==> config.mk <==
export PLATFORM = sky130hd
export DESIGN_NAME = tpu_command_scheduler_flat
export DESIGN_NICKNAME = d
export VERILOG_FILES = /design/src/rtl/tpu_command_scheduler_pkg.sv /design/src/rtl/tpu_command_scheduler_if.sv /design/src/rtl/tpu_command_scheduler_cmd_fifo.sv /design/src/rtl/tpu_command_scheduler.sv /design/src/flat_wrapper.sv
export SDC_FILE = /design/constraint.sdc
export NUM_CORES = 1
export LEC_CHECK = 0
export BUFFER_PORTS_ARGS = -buffer_cell sky130_fd_sc_hd__buf_2
export CORE_MARGIN = 2
export CORE_UTILIZATION = 40
export CTS_CLUSTER_DIAMETER = 100
export DETAILED_ROUTE_END_ITERATION = 12
export SLEW_MARGIN = 40
export SYNTH_ARGS = -nofsm -noshare
export SYNTH_HDL_FRONTEND = slang
export SYNTH_SLANG_ARGS = --single-unit
==> constraint.sdc <==
create_clock -name clk -period 12.3 [get_ports clk]
set_input_delay 2.46 -clock clk [delete_from_list [all_inputs] [get_ports clk]]
set_output_delay 2.46 -clock clk [all_outputs]
set_load 0.02 [all_outputs]
==> src/rtl/tpu_command_scheduler_pkg.sv <==
`default_nettype none
// ============================================================================
// tpu_command_scheduler_pkg : shared TPU opcodes, command width, FSM states
// Revision: 1.0
// ============================================================================
package tpu_command_scheduler_pkg;

  localparam int CMD_WIDTH = 48;

  localparam logic TRUE  = 1'b1;
  localparam logic FALSE = 1'b0;

  localparam logic [7:0] TPU_CLEARSCREEN = 8'h00;
  localparam logic [7:0] TPU_PRINT       = 8'h01;
  localparam logic [7:0] TPU_LOCATE      = 8'h02;
  localparam logic [7:0] TPU_SETATTR     = 8'h03;
  localparam logic [7:0] TPU_SETMASK     = 8'h04;
  localparam logic [7:0] TPU_FILLAREA    = 8'h05;

  typedef enum logic [1:0] {
    SEQ_IDLE       = 2'd0,
    SEQ_ISSUE      = 2'd1,
    SEQ_WAIT_START = 2'd2,
    SEQ_WAIT_DONE  = 2'd3
  } seq_state_t;

  function automatic logic [7:0] cmd_opcode(input logic [CMD_WIDTH-1:0] cmd);
    return cmd[7:0];
  endfunction

endpackage
`default_nettype wire

==> src/rtl/tpu_command_scheduler_if.sv <==
`default_nettype none
// ============================================================================
// tpu_command_scheduler_if : source strobes, TPU handshake and queue status
// Revision: 1.0
// ============================================================================
interface tpu_command_scheduler_if #(
  parameter int FIFO_DEPTH = 4
);
  import tpu_command_scheduler_pkg::*;

  logic                          a_execute;
  logic [CMD_WIDTH-1:0]          a_command;
  logic                          a_busy;
  logic                          b_execute;
  logic [CMD_WIDTH-1:0]          b_command;
  logic                          b_busy;
  logic                          tpu_busy;
  logic                          tpu_execute;
  logic [CMD_WIDTH-1:0]          tpu_command;
  logic [$clog2(FIFO_DEPTH):0]   pending;

  modport slave (
    input  a_execute, a_command, b_execute, b_command, tpu_busy,
    output a_busy, b_busy, tpu_execute, tpu_command, pending
  );

  modport master (
    output a_execute, a_command, b_execute, b_command, tpu_busy,
    input  a_busy, b_busy, tpu_execute, tpu_command, pending
  );

endinterface
`default_nettype wire

==> src/rtl/tpu_command_scheduler_cmd_fifo.sv <==
`default_nettype none
// ============================================================================
// cmd_fifo : synchronous FIFO with occupancy count, power-of-two depth
// Revision: 1.0
// ============================================================================
module cmd_fifo #(
  parameter int WIDTH = 48,
  parameter int DEPTH = 4
) (
  input  logic                      clk,
  input  logic                      reset,
  input  logic                      push,
  input  logic [WIDTH-1:0]          push_data,
  input  logic                      pop,
  output logic [WIDTH-1:0]          pop_data,
  output logic                      full,
  output logic                      empty,
  output logic [$clog2(DEPTH):0]    count
);
  localparam int AW = $clog2(DEPTH);
  localparam int CW = AW + 1;

  logic [WIDTH-1:0] r_mem [DEPTH];
  logic [AW-1:0]    r_wr_ptr;
  logic [AW-1:0]    r_rd_ptr;
  logic [CW-1:0]    r_count;
  logic             w_do_push;
  logic             w_do_pop;

  assign full      = (r_count == CW'(DEPTH));
  assign empty     = (r_count == '0);
  assign count     = r_count;
  assign pop_data  = r_mem[r_rd_ptr];
  assign w_do_push = push & ~full;
  assign w_do_pop  = pop & ~empty;

  // Pointers are exactly AW bits wide, so they wrap modulo DEPTH for free.
  always_ff @(posedge clk or posedge reset) begin
    if (reset) begin
      r_wr_ptr <= '0;
      r_rd_ptr <= '0;
      r_count  <= '0;
    end else begin
      if (w_do_push) r_wr_ptr <= r_wr_ptr + AW'(1);
      if (w_do_pop)  r_rd_ptr <= r_rd_ptr + AW'(1);
      case ({w_do_push, w_do_pop})
        2'b10:   r_count <= r_count + CW'(1);
        2'b01:   r_count <= r_count - CW'(1);
        default: r_count <= r_count;
      endcase
    end
  end

  always_ff @(posedge clk) begin
    if (w_do_push) r_mem[r_wr_ptr] <= push_data;
  end

endmodule
`default_nettype wire

==> src/rtl/tpu_command_scheduler.sv <==
`default_nettype none
// ============================================================================
// tpu_command_scheduler : two-source holding regs, round-robin into a FIFO,
// one-at-a-time TPU issue sequencer.  Revision: 1.0
// ============================================================================
module tpu_command_scheduler
  import tpu_command_scheduler_pkg::*;
#(
  parameter int FIFO_DEPTH    = 4,
  parameter int START_TIMEOUT = 15
) (
  input  logic                    clk,
  input  logic                    reset,
  tpu_command_scheduler_if.slave  bus
);
  localparam int CW = $clog2(FIFO_DEPTH) + 1;
  localparam int TW = $clog2(START_TIMEOUT + 2);

  logic                 r_a_valid, r_a_sent, r_b_valid, r_b_sent, r_favour_b;
  logic [CMD_WIDTH-1:0] r_a_cmd, r_b_cmd;
  logic                 w_a_elig, w_b_elig, w_grant_a, w_grant_b;
  logic                 w_push, w_pop, w_full, w_empty;
  logic [CMD_WIDTH-1:0] w_push_data, w_head;
  logic [CW-1:0]        w_count;

  seq_state_t           r_state, w_state_nxt;
  logic [TW-1:0]        r_timer, w_timer_nxt;
  logic                 r_tpu_execute;
  logic [CMD_WIDTH-1:0] r_tpu_command;

  // A transferred entry keeps its port busy for one more cycle ("sent").
  assign w_a_elig    = r_a_valid & ~r_a_sent;
  assign w_b_elig    = r_b_valid & ~r_b_sent;
  assign w_grant_a   = w_a_elig & ~w_full & (~w_b_elig | ~r_favour_b);
  assign w_grant_b   = w_b_elig & ~w_full & (~w_a_elig |  r_favour_b);
  assign w_push      = w_grant_a | w_grant_b;
  assign w_push_data = w_grant_a ? r_a_cmd : r_b_cmd;

  assign bus.a_busy      = r_a_valid;
  assign bus.b_busy      = r_b_valid;
  assign bus.tpu_execute = r_tpu_execute;
  assign bus.tpu_command = r_tpu_command;
  assign bus.pending     = w_count;

  always_ff @(posedge clk or posedge reset) begin
    if (reset) begin
      r_a_valid  <= FALSE;
      r_a_sent   <= FALSE;
      r_a_cmd    <= '0;
      r_b_valid  <= FALSE;
      r_b_sent   <= FALSE;
      r_b_cmd    <= '0;
      r_favour_b <= FALSE;
    end else begin
      if (!r_a_valid) begin
        if (bus.a_execute) begin
          r_a_valid <= TRUE;
          r_a_cmd   <= bus.a_command;
        end
      end else if (r_a_sent) begin
        r_a_valid <= FALSE;
        r_a_sent  <= FALSE;
      end else if (w_grant_a) begin
        r_a_sent  <= TRUE;
      end

      if (!r_b_valid) begin
        if (bus.b_execute) begin
          r_b_valid <= TRUE;
          r_b_cmd   <= bus.b_command;
        end
      end else if (r_b_sent) begin
        r_b_valid <= FALSE;
        r_b_sent  <= FALSE;
      end else if (w_grant_b) begin
        r_b_sent  <= TRUE;
      end

      // The pointer only moves when both ports actually contended.
      if (w_a_elig && w_b_elig && !w_full) r_favour_b <= ~r_favour_b;
    end
  end

  cmd_fifo #(
    .WIDTH (CMD_WIDTH),
    .DEPTH (FIFO_DEPTH)
  ) u_fifo (
    .clk       (clk),
    .reset     (reset),
    .push      (w_push),
    .push_data (w_push_data),
    .pop       (w_pop),
    .pop_data  (w_head),
    .full      (w_full),
    .empty     (w_empty),
    .count     (w_count)
  );

  always_ff @(posedge clk or posedge reset) begin
    if (reset) begin
      r_state       <= SEQ_IDLE;
      r_timer       <= '0;
      r_tpu_execute <= FALSE;
      r_tpu_command <= '0;
    end else begin
      r_state       <= w_state_nxt;
      r_timer       <= w_timer_nxt;
      r_tpu_execute <= w_pop;
      if (w_pop) r_tpu_command <= w_head;
    end
  end

  // The pop happens on the edge into ISSUE, so the strobe is high during ISSUE.
  always_comb begin
    w_state_nxt = r_state;
    w_timer_nxt = r_timer;
    w_pop       = FALSE;
    case (r_state)
      SEQ_IDLE: begin
        if (!w_empty && !bus.tpu_busy) begin
          w_state_nxt = SEQ_ISSUE;
          w_pop       = TRUE;
        end
      end
      SEQ_ISSUE: begin
        w_state_nxt = SEQ_WAIT_START;
        w_timer_nxt = TW'(START_TIMEOUT);
      end
      SEQ_WAIT_START: begin
        if (bus.tpu_busy) begin
          w_state_nxt = SEQ_WAIT_DONE;
        end else if (r_timer <= TW'(1)) begin
          w_state_nxt = SEQ_IDLE;
        end else begin
          w_timer_nxt = r_timer - TW'(1);
        end
      end
      SEQ_WAIT_DONE: begin
        if (!bus.tpu_busy) w_state_nxt = SEQ_IDLE;
      end
      default: w_state_nxt = SEQ_IDLE;
    endcase
  end

endmodule
`default_nettype wire

==> src/flat_wrapper.sv <==
// flat-port wrapper written by rule: the top's interface ports become plain ports
module tpu_command_scheduler_flat import tpu_command_scheduler_pkg::*;
#(
  parameter int FIFO_DEPTH    = 4,
  parameter int START_TIMEOUT = 15
)
  (clk, reset, bus_a_execute, bus_a_command, bus_b_execute, bus_b_command, bus_tpu_busy, bus_a_busy, bus_b_busy, bus_tpu_execute, bus_tpu_command, bus_pending);
  tpu_command_scheduler_if #(.FIFO_DEPTH(FIFO_DEPTH)) bus_i ();
  input  logic clk;
  input  logic reset;
  input wire logic [$bits(bus_i.a_execute)-1:0] bus_a_execute;
  input wire logic [$bits(bus_i.a_command)-1:0] bus_a_command;
  input wire logic [$bits(bus_i.b_execute)-1:0] bus_b_execute;
  input wire logic [$bits(bus_i.b_command)-1:0] bus_b_command;
  input wire logic [$bits(bus_i.tpu_busy)-1:0] bus_tpu_busy;
  output wire logic [$bits(bus_i.a_busy)-1:0] bus_a_busy;
  output wire logic [$bits(bus_i.b_busy)-1:0] bus_b_busy;
  output wire logic [$bits(bus_i.tpu_execute)-1:0] bus_tpu_execute;
  output wire logic [$bits(bus_i.tpu_command)-1:0] bus_tpu_command;
  output wire logic [$bits(bus_i.pending)-1:0] bus_pending;
  assign bus_i.a_execute = bus_a_execute;
  assign bus_i.a_command = bus_a_command;
  assign bus_i.b_execute = bus_b_execute;
  assign bus_i.b_command = bus_b_command;
  assign bus_i.tpu_busy = bus_tpu_busy;
  assign bus_a_busy = bus_i.a_busy;
  assign bus_b_busy = bus_i.b_busy;
  assign bus_tpu_execute = bus_i.tpu_execute;
  assign bus_tpu_command = bus_i.tpu_command;
  assign bus_pending = bus_i.pending;
  tpu_command_scheduler #(.FIFO_DEPTH(FIFO_DEPTH), .START_TIMEOUT(START_TIMEOUT)) u_core (.clk(clk), .reset(reset), .bus(bus_i));
endmodule
### Word level (Yosys, flattened, before mapping)

Memories as Yosys holds them, arrays and structs flattened. A register that Yosys moved wholly into a read port is not among the register bits.
Cells that the tools add are included.

| word-level totals | value |
|---|---|
| flip-flop bits (word level) | 116 |
| latch bits | 0 |
| RAM bits | 192 |
| memory bits (read-only) | 0 |
| bits of input ports | 101 |
| output and inout bits | 54 |
| logic and storage cells | 89 |
| memories | 1 |

Memory list:

| name | words | bits a word | rd ports | clocked after memory_dff | write ports | line | source |
|---|---|---|---|---|---|---|---|
| u_core.u_fifo.r_mem | 4 | 48 | 1 | 1 | 1 | tpu_command_scheduler_cmd_fifo.sv:23 | `logic [WIDTH-1:0] r_mem [DEPTH];` |

| cells by class | value |
|---|---|
| $add $sub $neg | 5 |
| $mul | 0 |
| div/mod/pow operators | 0 |
| $lt $le $gt $ge | 1 |
| equality and inequality tests | 11 |
| shift-type cells | 0 |
| muxes and demuxes | 24 |
| bitwise gates (word level) | 20 |
| reduce and logical (&&, ||, !) cells | 14 |

Operator list:

| cell | number |
|---|---|
| $mux 48 | 1 |
| $mux 1 | 14 |
| $mux 5 | 2 |
| $pmux 5 s2 | 1 |
| $not 1->1 | 9 |
| $and 1x1->1 | 8 |
| $mux 2 | 4 |
| $pmux 2 s4 | 1 |
| $eq 2x2->1 const B | 3 |
| $ne 2x2->1 const B | 3 |
| $pmux 3 s2 | 1 |
| $reduce_and 3->1 | 2 |
| $le 5x1->1 const B | 1 |
| $sub 5x1->5 const B | 1 |
| $add 2x1->2 const B | 2 |
| $eq 2x1->1 const B | 2 |
| $reduce_and 2->1 | 2 |
| $reduce_bool 2->1 | 2 |
| $add 3x1->3 const B | 1 |
| $eq 3x3->1 const B | 1 |
| $logic_and 1x1->1 | 3 |
| $logic_not 1->1 | 3 |
| $logic_not 3->1 | 1 |
| $ne 3x2->1 const B | 1 |
| other kinds (4) | 6 |

### Depth between registers and ports, before layout

| depth | value |
|---|---|
| word-level depth | 9 |
| depth in mapped cells | 9 |
| depth with buffers taken out | 9 |

### Modules after synthesis

Synthesis repeated with hierarchy kept, for this count alone.

| unflattened totals | value |
|---|---|
| cells, all modules | 715 |
| area, all modules | 13995.9 um2 |

Modules (own cells, without submodules):

| module | times used | cells an instance | area an instance (um2) | sequential area each (um2) |
|---|---|---|---|---|
| cmd_fifo | 1 | 289 | 7410.9 | 5940.7 |
| tpu_command_scheduler | 1 | 426 | 6585.1 | 3928.8 |

### Worst setup path before layout

OpenSTA, ideal clock, no wires.

| path | value |
|---|---|
| kind | input to register |
| start | input port bus_tpu_busy |
| end | register u_core.u_fifo.r_count[2], in the netlist u_core.u_fifo.count[2] |
| library setup time | 0.080 ns |
| arrival | 4.230 ns |
| slack | 7.990 ns |
| stages on the path | 9 |
| path buffers | 2 |
| cell sequence | clkbuf_1 > nor4_4 > buf_6 > ha_1 > inv_1 > fa_1 > xor2_1 > nor2_1 > xor2_1 |

| between the ends | value |
|---|---|
| cells in the longest elaborated chain, start to end | 7 |
| elaborated cells between the ends (all ways) | 9 |
| those cells by class | 2 x eq/ne; 3 x mux; 1 x bitwise; 3 x reduce/logical |

RTL lines:

| item | line | source |
|---|---|---|
| from (decl) | flat_wrapper.sv:15 | `input wire logic [$bits(bus_i.tpu_busy)-1:0] bus_tpu_busy;` |
| $logic_not 1->1 * | tpu_command_scheduler.sv:120 | `if (!w_empty && !bus.tpu_busy) begin` |
| $logic_and 1x1->1 * | tpu_command_scheduler.sv:120 |  |
| $mux 1 * | tpu_command_scheduler.sv:120 |  |
| $mux 1 * | tpu_command_scheduler.sv:118 | `case (r_state)` |
| $and 1x1->1 * | tpu_command_scheduler_cmd_fifo.sv:35 | `assign w_do_pop = pop & ~empty;` |
| named net u_core.u_fifo.w_do_pop | tpu_command_scheduler_cmd_fifo.sv:28 | `logic w_do_pop;` |
| $eq 2x1->1 or $eq 2x2->1 (tied branches) | tpu_command_scheduler_cmd_fifo.sv:46 | `case ({w_do_push, w_do_pop})` |
| $pmux 3 s2 or $reduce_bool 2->1 (tied branches) | -- |  |
| to (signal assigned) | tpu_command_scheduler_cmd_fifo.sv:47 | `2'b10: r_count <= r_count + CW'(1);` |
| to (signal assigned) | tpu_command_scheduler_cmd_fifo.sv:48 | `2'b01: r_count <= r_count - CW'(1);` |
| to (signal assigned) | tpu_command_scheduler_cmd_fifo.sv:49 | `default: r_count <= r_count;` |
| to (decl) | tpu_command_scheduler_cmd_fifo.sv:26 | `logic [CW-1:0] r_count;` |

The timed path passes the listed nets; every way through them passes the cells marked *.
A chain may end at the register's enable or synchronous reset.

### Final worst setup path

| path | value |
|---|---|
| start | input port bus_tpu_busy |
| end | register u_core.u_fifo.r_count[2], in the netlist u_core.u_fifo.count[2] |

| between the ends | value |
|---|---|
| cells in the longest elaborated chain, start to end | 7 |
| elaborated cells between the ends (all ways) | 9 |
| those cells by class | 2 x eq/ne; 3 x mux; 1 x bitwise; 3 x reduce/logical |

RTL lines:

| item | line |
|---|---|
| $logic_not 1->1 * | tpu_command_scheduler.sv:120 |
| $logic_and 1x1->1 * | tpu_command_scheduler.sv:120 |
| $mux 1 * | tpu_command_scheduler.sv:120 |
| $mux 1 * | tpu_command_scheduler.sv:118 |
| $and 1x1->1 * | tpu_command_scheduler_cmd_fifo.sv:35 |
| $eq 2x1->1 or $eq 2x2->1 (tied branches) | tpu_command_scheduler_cmd_fifo.sv:46 |
| $pmux 3 s2 or $reduce_bool 2->1 (tied branches) | -- |

Mark *: on every way between the ends. The rest lies on a longest branch, timed or not.

==> qor.yml <==
drv_slew: 0
grt.met1_usage_pct: 19.81
postSynthCellCount: 716
start_util_pct: 40.62
drtIter0Drc: 353
drc: 0
top_usage_layer: "met2"
total_leakage_power_uw: 0.006433
fin_ws_ns: 8.408
grt_pass1_wl_um: 42410
rsz0062_at_grt: "false"
met3_usage_pct: 2.992
cts_resized: 0
cts-htree-levels: 2
syn-cell-area_um2: 14000
cts_tree: "done"
status: "complete, no violations"
fin_skew_ns: 0.01583
cellPowerDensity_nw_per_um2: 294.0
clk_latency_ns: 0.51
slew_headroom_pct: 46.04
drt-total-wl_um: 26990
crit_family: "adder cells"
clk_path_buf_depth: 3
synth.avg_cell_area_um2: 19.55
synth_seq_cells: 356
timing.critical_path.cells: "buf_2, nor4_4, buf_4, ha_1, inv_1, fa_1, xor2_1, nor2_1, xor2_1"
yosysSeqAreaShare_pct: 70.52
root_buffer: "clkbuf_16"
worst-path-buf-inv: 3
coreArea_um2: 34460
area_growth_pct: 19.05
critPathArrivalTime_ns: 4.32
synth-edff-count: 192
slowest_stage: "buf_4"
grt_pass1_vias: 7322
crit_fanout: 23
routedWlPerCell_um: 19.60
min_period_ns: 3.892
firstDrtPassIters: 4
worst_path_most_repeated_cell: "xor2_1"
synthDistinctLibCells: 46
synth_flop_cell: "edfxtp_1"
setup_viol: 0
die_area_um2: 36500
die-width_um: 191.1
post-route-period-util_pct: 31.64
place.gp.congestion: 0.7143
cts_setup_buffers: 0
synth_fp_nets: 825
synth_top_area_share_pct: 41.19
grt-ovfl-total: 0
max_freq_mhz: 257.0
ys_top_cells_by_area: "edfxtp_1, dfrtp_1, mux2_2, mux4_2, mux2_4"
ir_drop_mv: 0.1323
vias: 6796
grt_max_degree: 103
holdBufCountCts: 0
io_pins: 155
hold_viol_final: 0
avgViaCountPerCell: 4.935
grt_use_met2_pct: 26.18
final_layout_size_suffix_gt1_share_pct: 52.12
finalSetupTns_ns: 0
dp_hpwl_um: 15460
required_ns: 12.73
ys.warnings.count: 0
grtUsageTotal_pct: 15.19
die_h_um: 191.1
hold_path.class: "flop to flop"
place_ws_ns: 7.484
end_kind: "flop"
numCtsBuffers: 40
ys_async_sr_fraction_pct: 46.07
cap_violations: 0
startpoint_type: "primary input"
clkTransAtPathRegs_ns: 0.06
ant_nets: 0
critPathKind: "primary input to flop"
slowest_delay_ns: 0.39
tightest_slew_ns: 0.8094
yosys.area.top_type: "edfxtp_1"
cts.sinks: 356
fin_nets: 1000
io_buffers: 154
rows: 68
antenna_found_initial: 1
==> area by class of cell <==
class	count	area (um^2)
multi-input cells	313	3877
fillers	2921	17800
inverters	13	61.31
diodes	1	2.502
well taps	455	569.3
flip-flops and latches	356	9874
clock buffers	56	1142
clock inverters	16	160.2
repair buffers	167	974.7
==> per-stage QoR <==
stage,hold WS [ns],area (um^2),std cells,power (uW),utilization (%)
after floorplan,0.4646,14000,716,3297,-
after global placement,0.4841,15190,1297,3717,44.09
after detailed placement,0.4908,15240,1299,3781,44.22
after CTS,0.5042,16540,1371,4963,48.00
after global routing,0.5045,16660,1376,5195,48.35
final,0.4986,16660,1377,4898,48.36
==> worst register-to-register path: stages (launching register included) <==
cell and delay, ns:
dfrtp_1 0.45, nor3b_2 0.34, a211o_2 0.52, buf_4 0.56, mux2_2 0.47
==> cell usage after synthesis (all sizes together) (3+ instances only) <==
master	n
and2	4
buf	28
clkbuf	6
dfrtp	164
edfxtp	192
ha	7
inv	13
mux2	193
mux4	48
nand2b	5
nor2	9
nor2b	3
nor3	4
o21ai	6
xor2	5
==> where the power goes <==
part           switching, uW  internal (uW)
clock network            450            710
registers                239           1970
logic                    779            752
total                   1470           3430
==> path summary, 6_finish.rpt <==
path	from	to	slack [ns]	cells after the start
max	bus_tpu_busy	u_core.u_fifo.count[2]$_DFFE_PP0P_	8.41	9
min	u_core.bus.tpu_command[29]$_DFFE_PP0N_	u_core.bus.tpu_command[29]$_DFFE_PP0N_	0.50	1
max reg2reg	u_core.u_fifo.count[1]$_DFFE_PP0P_	u_core.u_fifo.r_mem[3][47]$_DFFE_PP_	9.68	4
min reg2reg	u_core.bus.tpu_command[29]$_DFFE_PP0N_	u_core.bus.tpu_command[29]$_DFFE_PP0N_	0.50	1
max in group asynchronous	reset	u_core.r_a_cmd[46]$_DFFE_PP0P_	9.21	3
min in group asynchronous	reset	u_core.r_a_cmd[39]$_DFFE_PP0P_	2.00	2
==> sequential cells by signal, indices dropped and copies added, names as in the netlist, 2 cells and up <==
name and flops:
u_core.bus.tpu_command 48, u_core.r_a_cmd 48, u_core.r_b_cmd 48, u_core.r_state 2, u_core.r_timer 5, u_core.u_fifo.count 3
u_core.u_fifo.r_mem 192, u_core.u_fifo.r_rd_ptr 2, u_core.u_fifo.r_wr_ptr 2
==> cell usage in the layout, fill, tap and decap left out, types with 3 or more instances in the layout <==
cell type	instances
clkbuf_16	41
buf_2	154
o21ai_0	6
clkbuf_1	9
edfxtp_1	192
mux4_2	48
dfrtp_1	162
and2_4	4
buf_4	5
buf_12	5
bufinv_16	3
nor3_1	4
ha_1	7
mux2_2	180
clkinv_2	7
nand2b_1	4
mux2_1	4
inv_1	12
xor2_1	5
clkinv_1	3
nor2_1	9
mux2_4	9
clkbuf_8	6
==> layer usage <==
layer	up-vias	share of wire, %	wire [um]
li1	3101	-	-
met3	41	4.3	1149
met2	116	51	13680
met1	3538	43	11670
met5	-	0	0
met4	0	1.8	487
==> cells by family after synthesis <==
logic type	count (synthesis)	share of synthesized area, %
adders and majority gates	8	0.7688
DFF	356	70.52
AOI/OAI and AO/OA	19	0.9656
xor gates and xnor gates	7	0.4381
muxes	242	23.57
buffers and inverters	47	1.967
and+or+nand+nor	37	1.779
No activity file was read; power rests on OpenSTA's default activity.
